<file path="src/rtl/branch_resolve_unit.sv">
// RV32I branch resolution: condition compare, redirect PC, mispredict detect and
// 2-bit BHT training on retirement. Retirement statistics are built only with BRU_STATS_EN.
module branch_resolve_unit #(
  parameter int XLEN      = 32,
  parameter int BHT_DEPTH = 16,
  parameter int PC_LSB    = 2
)(
  input  logic            clk,
  input  logic            rst,
  input  logic            in_valid,
  output logic            in_ready,
  input  logic [XLEN-1:0] pc,
  input  logic [XLEN-1:0] op_a,
  input  logic [XLEN-1:0] op_b,
  input  logic [XLEN-1:0] imm,
  input  logic [2:0]      fun3,
  input  logic            pred_taken,
  output logic            out_valid,
  input  logic            out_ready,
  output logic            out_taken,
  output logic            out_mispredict,
  output logic [XLEN-1:0] out_redirect_pc,
  output logic            out_illegal,
  input  logic [XLEN-1:0] q_pc,
  output logic            q_taken,
  output logic [31:0]     stat_branches,
  output logic [31:0]     stat_mispredicts
);
  localparam int IDX_W = (BHT_DEPTH > 1) ? $clog2(BHT_DEPTH) : 1;

  // Only the table index of the branch PC is kept; that is all training needs.
  typedef struct packed {
    logic            taken;
    logic            mispredict;
    logic            illegal;
    logic [XLEN-1:0] redirect_pc;
    logic [IDX_W-1:0] idx;
  } res_t;

  res_t       res_d, res_q;
  logic       vld_q, accept, retire;
  logic       eq, lt, ltu, cond, illegal;
  logic [1:0] bht [BHT_DEPTH];
  logic [IDX_W-1:0] q_idx;
  logic       unused_q_pc;

  assign eq  = (op_a == op_b);
  assign lt  = ($signed(op_a) < $signed(op_b));
  assign ltu = (op_a < op_b);

  always_comb begin
    cond    = 1'b0;
    illegal = 1'b0;
    case (fun3)
      3'b000:  cond = eq;
      3'b001:  cond = !eq;
      3'b100:  cond = lt;
      3'b101:  cond = !lt;
      3'b110:  cond = ltu;
      3'b111:  cond = !ltu;
      default: illegal = 1'b1;
    endcase
  end

  always_comb begin
    res_d             = '0;
    res_d.taken       = cond;
    res_d.illegal     = illegal;
    res_d.mispredict  = illegal || (cond != pred_taken);
    res_d.redirect_pc = cond ? (pc + imm) : (pc + XLEN'(4));
    res_d.idx         = pc[PC_LSB +: IDX_W];
  end

  assign in_ready = !vld_q || out_ready;
  assign accept   = in_valid && in_ready;
  assign retire   = vld_q && out_ready;

  // A new request replaces a retiring one in the same edge, so no bubble.
  always_ff @(posedge clk or posedge rst) begin
    if (rst) begin
      vld_q <= 1'b0;
      res_q <= '0;
    end else if (accept) begin
      vld_q <= 1'b1;
      res_q <= res_d;
    end else if (retire) begin
      vld_q <= 1'b0;
    end
  end

  assign out_valid       = vld_q;
  assign out_taken       = res_q.taken;
  assign out_mispredict  = res_q.mispredict;
  assign out_illegal     = res_q.illegal;
  assign out_redirect_pc = res_q.redirect_pc;

  always_ff @(posedge clk or posedge rst) begin
    if (rst) begin
      for (int i = 0; i < BHT_DEPTH; i++) bht[i] <= 2'b01;
    end else if (retire && !res_q.illegal) begin
      if (res_q.taken && bht[res_q.idx] != 2'b11)
        bht[res_q.idx] <= bht[res_q.idx] + 2'b01;
      else if (!res_q.taken && bht[res_q.idx] != 2'b00)
        bht[res_q.idx] <= bht[res_q.idx] - 2'b01;
    end
  end

  assign q_idx       = q_pc[PC_LSB +: IDX_W];
  assign q_taken     = bht[q_idx][1];
  assign unused_q_pc = ^q_pc;

`ifdef BRU_STATS_EN
  logic [31:0] n_br, n_mp;

  always_ff @(posedge clk or posedge rst) begin
    if (rst) begin
      n_br <= '0;
      n_mp <= '0;
    end else if (retire) begin
      if (n_br != 32'hFFFF_FFFF) n_br <= n_br + 32'd1;
      if (res_q.mispredict && n_mp != 32'hFFFF_FFFF) n_mp <= n_mp + 32'd1;
    end
  end

  assign stat_branches    = n_br;
  assign stat_mispredicts = n_mp;
`else
  assign stat_branches    = '0;
  assign stat_mispredicts = '0;
`endif

endmodule

</file>
<file path="config.mk">
export PLATFORM = sky130hd
export DESIGN_NAME = branch_resolve_unit
export DESIGN_NICKNAME = d
export VERILOG_FILES = /design/src/rtl/branch_resolve_unit.sv
export SDC_FILE = /design/constraint.sdc
export NUM_CORES = 1
export LEC_CHECK = 0
export BUFFER_PORTS_ARGS = -buffer_cell sky130_fd_sc_hd__clkbuf_2
export CAP_MARGIN = 20
export CORE_MARGIN = 3
export CORE_UTILIZATION = 30
export DETAILED_ROUTE_END_ITERATION = 6
export PLACE_DENSITY = 0.62
export SETUP_SLACK_MARGIN = 0.3
export SYNTH_ARGS = -nofsm -noshare
export SYNTH_HDL_FRONTEND = slang
export SYNTH_SLANG_ARGS = --single-unit
</file>
<file path="constraint.sdc">
create_clock -name clk -period 4.92 [get_ports clk]
set_input_delay 0.738 -clock clk [delete_from_list [all_inputs] [get_ports clk]]
set_output_delay 0.738 -clock clk [all_outputs]
set_load 0.005 [all_outputs]
</file>
==> metrics, run 1 <==
portion of the post-synthesis area used by sequential elements=between 20% and 30%; cell types occupying the most area after synthesis=dfrtp_1 (20%), ha_1 (12%), buf_4 (10%); hold violation count in the final report=0; Via-to-Cell Ratio=between 4 and 5; total non-filler cell area in the finished layout=8120 um2; Pre-antenna DRT Iters=5; NumNets Final=1,221; startpoint of the lowest-slack register-to-register path=res_q[0]; synthesized instance count=849; crit path DAT=4290 ps; endpoint of the lowest-slack register-to-register path=bht[7]; final period demand of the worst path=4080 ps; Seq pwr share=a little over a third; cts repair resizes=0; Reg2Reg Depth=11; Switch Pwr=888 uW; fill cell count=2,406; Sequential cell area=1820 um2; multi-input logic area=4470 um2; final wirelength=around 19 mm; largest area contributor in the synthesized netlist=dfrtp_1; final period utilization=82.9%; P_leak=about 4 nW; number of cells on the worst hold path=2; reported max-cap violation count=0; cts hold-fix bufs=0; global-route wire length before repair=30.2 mm; Avg Inst Size Synth=8.32 um2; post-CTS setup repair buffer count=0; GP Congestion=0.841; internal power component=1.74 mW; FF-to-FF setup slack=840 ps; buffer levels on the longest clock path=2; adder-cell share of the synthesized area=a little under an eighth; number of warnings issued by yosys=0; area fraction of the dominant cell type after synthesis=19.8%; multiplexer fraction of the synthesized cell area=between 7 and 8%; Max transition margin=40.7%; pin slew with the least headroom to its limit=888 ps; clock latency of the later-clocked register in the worst-skew pair=340 ps; y dimension of the die=159 um; main combinational cell family by area after synthesis=simple AND/OR/NAND/NOR gates; Final ANT Viol Nets=0; number of max-slew violations in the final report=0; proportion of total power due to net switching=33.8%; fraction of synthesized cell area in xor and xnor cells=6.45%; element type at the critical path end=flop; number of setup violations in the final report=0; worst hold path class=reg2reg; Inserted Clock Buffers=9; basic-gate share of the synthesized area counting and, or, nand and nor cells=17.0%; total power divided by cell area=324 nW/um2; Comb power frac=between 30% and 40%; clock tree from TritonCTS=built; Post-DP Area=7780 um2; setup TNS=0 ps; pin count of the biggest net entering global routing=41; share of post-route cells with drive strength above 1=25.7%; GRT Overall Usage=14.5%; Boundary Pins=between 200 and 300; count of inserted antenna diode cells=0; area of the die=about 25,000 um2; via count=6,034; count of cell types in the netlist=60; P&R area growth vs syn=14.9%; die width=159 um; floorplan core area=about 23,000 um2; worst IR drop on VDD=166 uV; predominant post-synthesis flop cell=dfrtp_1; type of the worst setup path=reg2reg; FF+latch count, synth=between 70 and 80; total number of placement rows=55; maximum net fanout on the critical path=17; Final HPWL DP=15.3 mm; I/O Buffers=177; outcome=completed; async set or reset register ratio after synthesis=100%; Clock Pin Slew Worst Setup and Hold Paths=approximately 60 ps; worst hold slack across all endpoints=around 470 ps; fraction of power consumed by the clock network=27.8%; critical path data required time=5140 ps; number of design-rule violations left by the first detailed-router iteration=187; maximum level of the CTS H-tree=3; setup repair after global routing missed its margin=false; Critical Path Source Type=flop; Post-route DRC=0; compound-gate portion of the synthesized area=16.5%; via count of the first global-routing pass=5,788; maximum clock frequency=245 MHz; Wirelength per Cell=14.3 um; effective utilization at floorplan=30.8%; number of sinks handled by clock tree synthesis=72; count of flip-flops with a built-in enable after synthesis=0; global route overflow=0; post-synth design cell area=~7000 um2; Root Driver=clkbuf_16; final worst clock skew=5.17 ps; number of antenna violations at the first check in global routing=0
==> kinds of logic after synthesis <==
family,count (synthesis)
AND/OR/NAND/NOR,263
AO/OA/AOI/OAI,194
buffers and inverters,164
flip-flops,72
adder cells (fa/ha/maj),67
XOR/XNOR,52
multiplexers,36
other,1
==> cell usage in the layout, fill, tap and decap left out, drive strengths merged, types with 3 or more instances in the layout <==
cell type  instances
a211oi             5
a21o              15
a21oi             62
a311oi             3
a31oi             10
and2               4
and3              12
and4               4
buf                6
clkbuf           189
conb              64
dfrtp             56
dfstp             16
ha                66
inv               44
mux2              17
mux2i              5
mux4              14
nand2             89
nand2b             8
nand3             24
nand4             13
nor2              79
nor2b              5
nor3              14
o211ai             4
o21a               9
o21ai             64
o21bai             3
or3                3
xnor2             31
xor2              21
==> Yosys cell counts (all sizes together) (2+ instances only) <==
master    n
clkbuf   14
o21a      9
a21o     15
nor4      2
a31o      2
inv      44
and4      4
a2111o    2
a31oi    10
nor2b     5
mux4     14
or2       2
and3     12
a311oi    3
nand4    13
nand2b    8
nor3     14
xnor2    31
buf     106
a21boi    2
a21oi    62
mux2     17
mux2i     5
a41oi     2
or3       3
o21bai    3
and2      4
or4       2
o211ai    4
nand2    89
dfrtp    56
nor2     79
o31ai     2
ha       66
xor2     21
a211oi    5
dfstp    16
o21ai    64
nand3    24
==> cell type report <==
class / count / share of cell area, %
Multi-Input combinational cell: 676 / 55.1
Sequential cell: 72 / 22.4
Timing Repair Buffer: 183 / 11.5
Tap cell: 313 / 4.83
Clock buffer: 12 / 3.16
Inverter: 44 / 2.04
Clock inverter: 4 / 0.940
==> worst max-delay path: stages (launching register included) <==
cell	delay, ps
dfrtp_1	810
mux4_2	600
mux2_2	270
o21ai_0	210
inv_1	300
ha_1	300
nor2b_1	180
o21ai_0	280
inv_1	120
nand3_1	150
nor3_1	340
mux2_2	380
==> layer usage <==
metal,vias up,global-route usage [%],routed length (um)
met5,-,0,0
met4,0,2.35,113
met3,8,3.17,891
met2,137,24.6,9270
met1,2798,19.2,8440
li1,3091,-,-
==> power groups by stage <==
| stage | sequential (mW) | clock [mW] | combinational, mW |
|---|---|---|---|
| 2_1_floorplan | 0.889 | 0 | 0.791 |
| 3_5_place_dp | 0.947 | 0 | 0.960 |
| 5_1_grt | 0.964 | 0.784 | 1.08 |
| 6_report | 0.937 | 0.730 | 0.958 |
| 4_1_cts | 0.937 | 0.757 | 0.965 |
| 3_3_place_gp | 0.940 | 0 | 0.947 |
==> per-stage QoR <==
step / cells / util (%) / power (mW) / setup slack, ps
detailed placement: 1288 / 34.0 / 1.91 / 896
floorplan: 912 / - / 1.68 / 1480
finish: 1304 / 35.4 / 2.63 / 843
global placement: 1288 / 34.0 / 1.89 / 960
global route: 1304 / 35.4 / 2.83 / 523
CTS: 1304 / 35.4 / 2.66 / 856
==> worst max-delay path by stage <==
stage / from / endpoint / slack, ps
3_3_place_gp: res_q[0] / bht[7] / 960
3_5_place_dp: res_q[0] / bht[7] / 900
6_report: res_q[0] / bht[7] / 840
5_1_grt: res_q[0] / bht[7] / 520
2_1_floorplan: res_q[0] / bht[7] / 1480
4_1_cts: res_q[0] / bht[7] / 860
Power figures use the tool's default switching activity.
==> inputs of run 2 (changes only) <==
==> constraint.sdc (replaced) <==
create_clock -name clk -period 3.9 [get_ports clk]
set_input_delay 0.585 -clock clk [delete_from_list [all_inputs] [get_ports clk]]
set_output_delay 0.585 -clock clk [all_outputs]
set_load 0.005 [all_outputs]
==> run 2 against run 1 <==
- power increased by 29%
- clock skew increased by 1.8 ps
- design area increased by 0.97%
- largest cell class unchanged
- wire length decreased by 0.92%
- non-clock buffer count increased by 6
- die area unchanged
- first-iteration DRC count increased by 53%
- combinational power increased by 30%
- critical path type unchanged
==> metrics, run 2 (synthesized netlist as in run 1, its figures left out) <==
fill cell count=2,439; delay-heaviest family, CP=multiplexers; Root Driver=clkbuf_16; Inserted Clock Buffers=9; maximum clock frequency=306 MHz; outcome=completed; final period demand of the worst path=3260 ps; Post-route DRC=0; crit-path cells=buf_4 > mux4_2 > mux4_2 > ha_1 > nor2b_1 > o21ai_0 > nor2_1 > nand2_1 > nor2_1 > mux2_2; capturing instance or port of the critical path=bht[9]; buffer levels on the longest clock path=2; number of design-rule violations left by the first detailed-router iteration=286; type of the worst setup path=reg2reg; most common cell after layout, fill and taps aside=clkbuf_2; Final HPWL DP=15.4 mm; Crit. Startpoint=res_q[0]; GP Congestion=0.891; NumNets Final=approximately 1,200; number of antenna violations at the first check in global routing=0; die width=159 um; cell with the largest stage delay on the worst path=mux4_2; share of post-route cells with drive strength above 1=26.5%; Clock Pin Slew Worst Setup and Hold Paths=60 ps; global route overflow=0; worst hold path class=in2async; hold violation count in the final report=0; total number of placement rows=55; FF-to-FF setup slack=640 ps; Boundary Pins=270; number of setup violations in the final report=0; P_leak=4.04 nW; CP bufs+invs=1; CP Depth=10; clock tree from TritonCTS=built; most used cells in the layout excluding fill and tap cells=clkbuf_2 (177), nand2_1 (88), nor2_1 (79); area of the die=25,400 um2; maximum single-stage delay on the critical path=510 ps; pin count of the biggest net entering global routing=67; Final ANT Viol Nets=0; effective utilization at floorplan=30.8%; met3 usage in global routing=2.97%; number of sinks handled by clock tree synthesis=72; endpoint of the lowest-slack register-to-register path=bht[9]; GRT Overall Usage=14.3%; setup TNS=0 ps; I/O Buffers=177; maximum net fanout on the critical path=6; count of inserted antenna diode cells=0; Post-DP Area=7830 um2; pin slew with the least headroom to its limit=about 920 ps; clock latency of the later-clocked register in the worst-skew pair=340 ps; Wirelength per Cell=14.2 um; final period utilization=between 80 and 90%; element type at the critical path end=flop; Reg2Reg Depth=10; crit path DAT=3480 ps; P&R area growth vs syn=16.0%; via count=6,065; busiest layer in global routing=met2; Critical Path Source Type=flop; cts hold-fix bufs=0; final wirelength=18.5 mm; GR Layer Usage met2=23.1%; Via-to-Cell Ratio=4.63; y dimension of the die=~160 um; final worst clock skew=approximately 7.0 ps; post-layout util=35.8%; worst hold slack across all endpoints=435 ps; global-route wire length before repair=about 30 mm; Max transition margin=38.6%; reported max-cap violation count=0; setup repair after global routing missed its margin=false; worst IR drop on VDD=205 uV; total power divided by cell area=413 nW/um2; number of max-slew violations in the final report=0; Pre-antenna DRT Iters=5; startpoint of the lowest-slack register-to-register path=res_q[0]; via count of the first global-routing pass=5,794; total non-filler cell area in the finished layout=8190 um2; met1 global-route usage=19.1%; critical path data required time=4120 ps; maximum level of the CTS H-tree=3; floorplan core area=22,900 um2
-- run 2: worst min path at each step --
stage,startpoint,endpoint,slack [ps]
6_report,rst,out_redirect_pc[31],440
2_1_floorplan,out_redirect_pc[26],out_redirect_pc[26],450
3_5_place_dp,out_redirect_pc[5],out_redirect_pc[5],470
3_3_place_gp,out_redirect_pc[5],out_redirect_pc[5],460
4_1_cts,rst,out_redirect_pc[21],460
5_1_grt,in_valid,out_valid,470
-- run 2: cell type report --
type / count / area, um2 / area share (%)
clock inverter: 5 / 104 / 1.27
multi-input combinational: 676 / 4480 / 54.6
timing repair buffer: 189 / 988 / 12.1
sequential: 72 / 1820 / 22.3
clock buffer: 11 / 243 / 2.96
inverter: 44 / 165 / 2.02
tap: 313 / 392 / 4.78
-- run 2: what timing repair did --
item	in CTS	in global routing
buffers inserted	0	1
gates resized for setup	0	3
setup endpoints to repair	0	19
-- run 2: where the power goes --
part / internal [mW] / total, mW / switching [mW]
Combinational: 0.605 / 1.25 / 0.640
Sequential: 1.02 / 1.18 / 0.153
Clock: 0.642 / 0.965 / 0.322
-- run 2: through the flow --
step / cells / setup WS (ps) / power [mW]
floorplan: 912 / 459 / 2.12
global placement: 1293 / 423 / 2.42
detailed placement: 1293 / 394 / 2.44
CTS: 1309 / 361 / 3.43
global route: 1310 / 377 / 3.66
finish: 1310 / 637 / 3.39
-- run 2: per-layer routing --
metal | up-vias | share of wire, %
met5 | - | 0
met4 | 0 | 2.3
met3 | 29 | 4.2
met2 | 148 | 48
met1 | 2775 | 45
li1 | 3113 | -
-- run 2: worst register-to-register path: cells and delay by family (launching register included) --
family,cells,cell delay (ps)
compound gates,1,230
fa+ha+maj,1,200
buf+inv,1,180
flops,1,450
mux,3,1380
simple gates,4,720
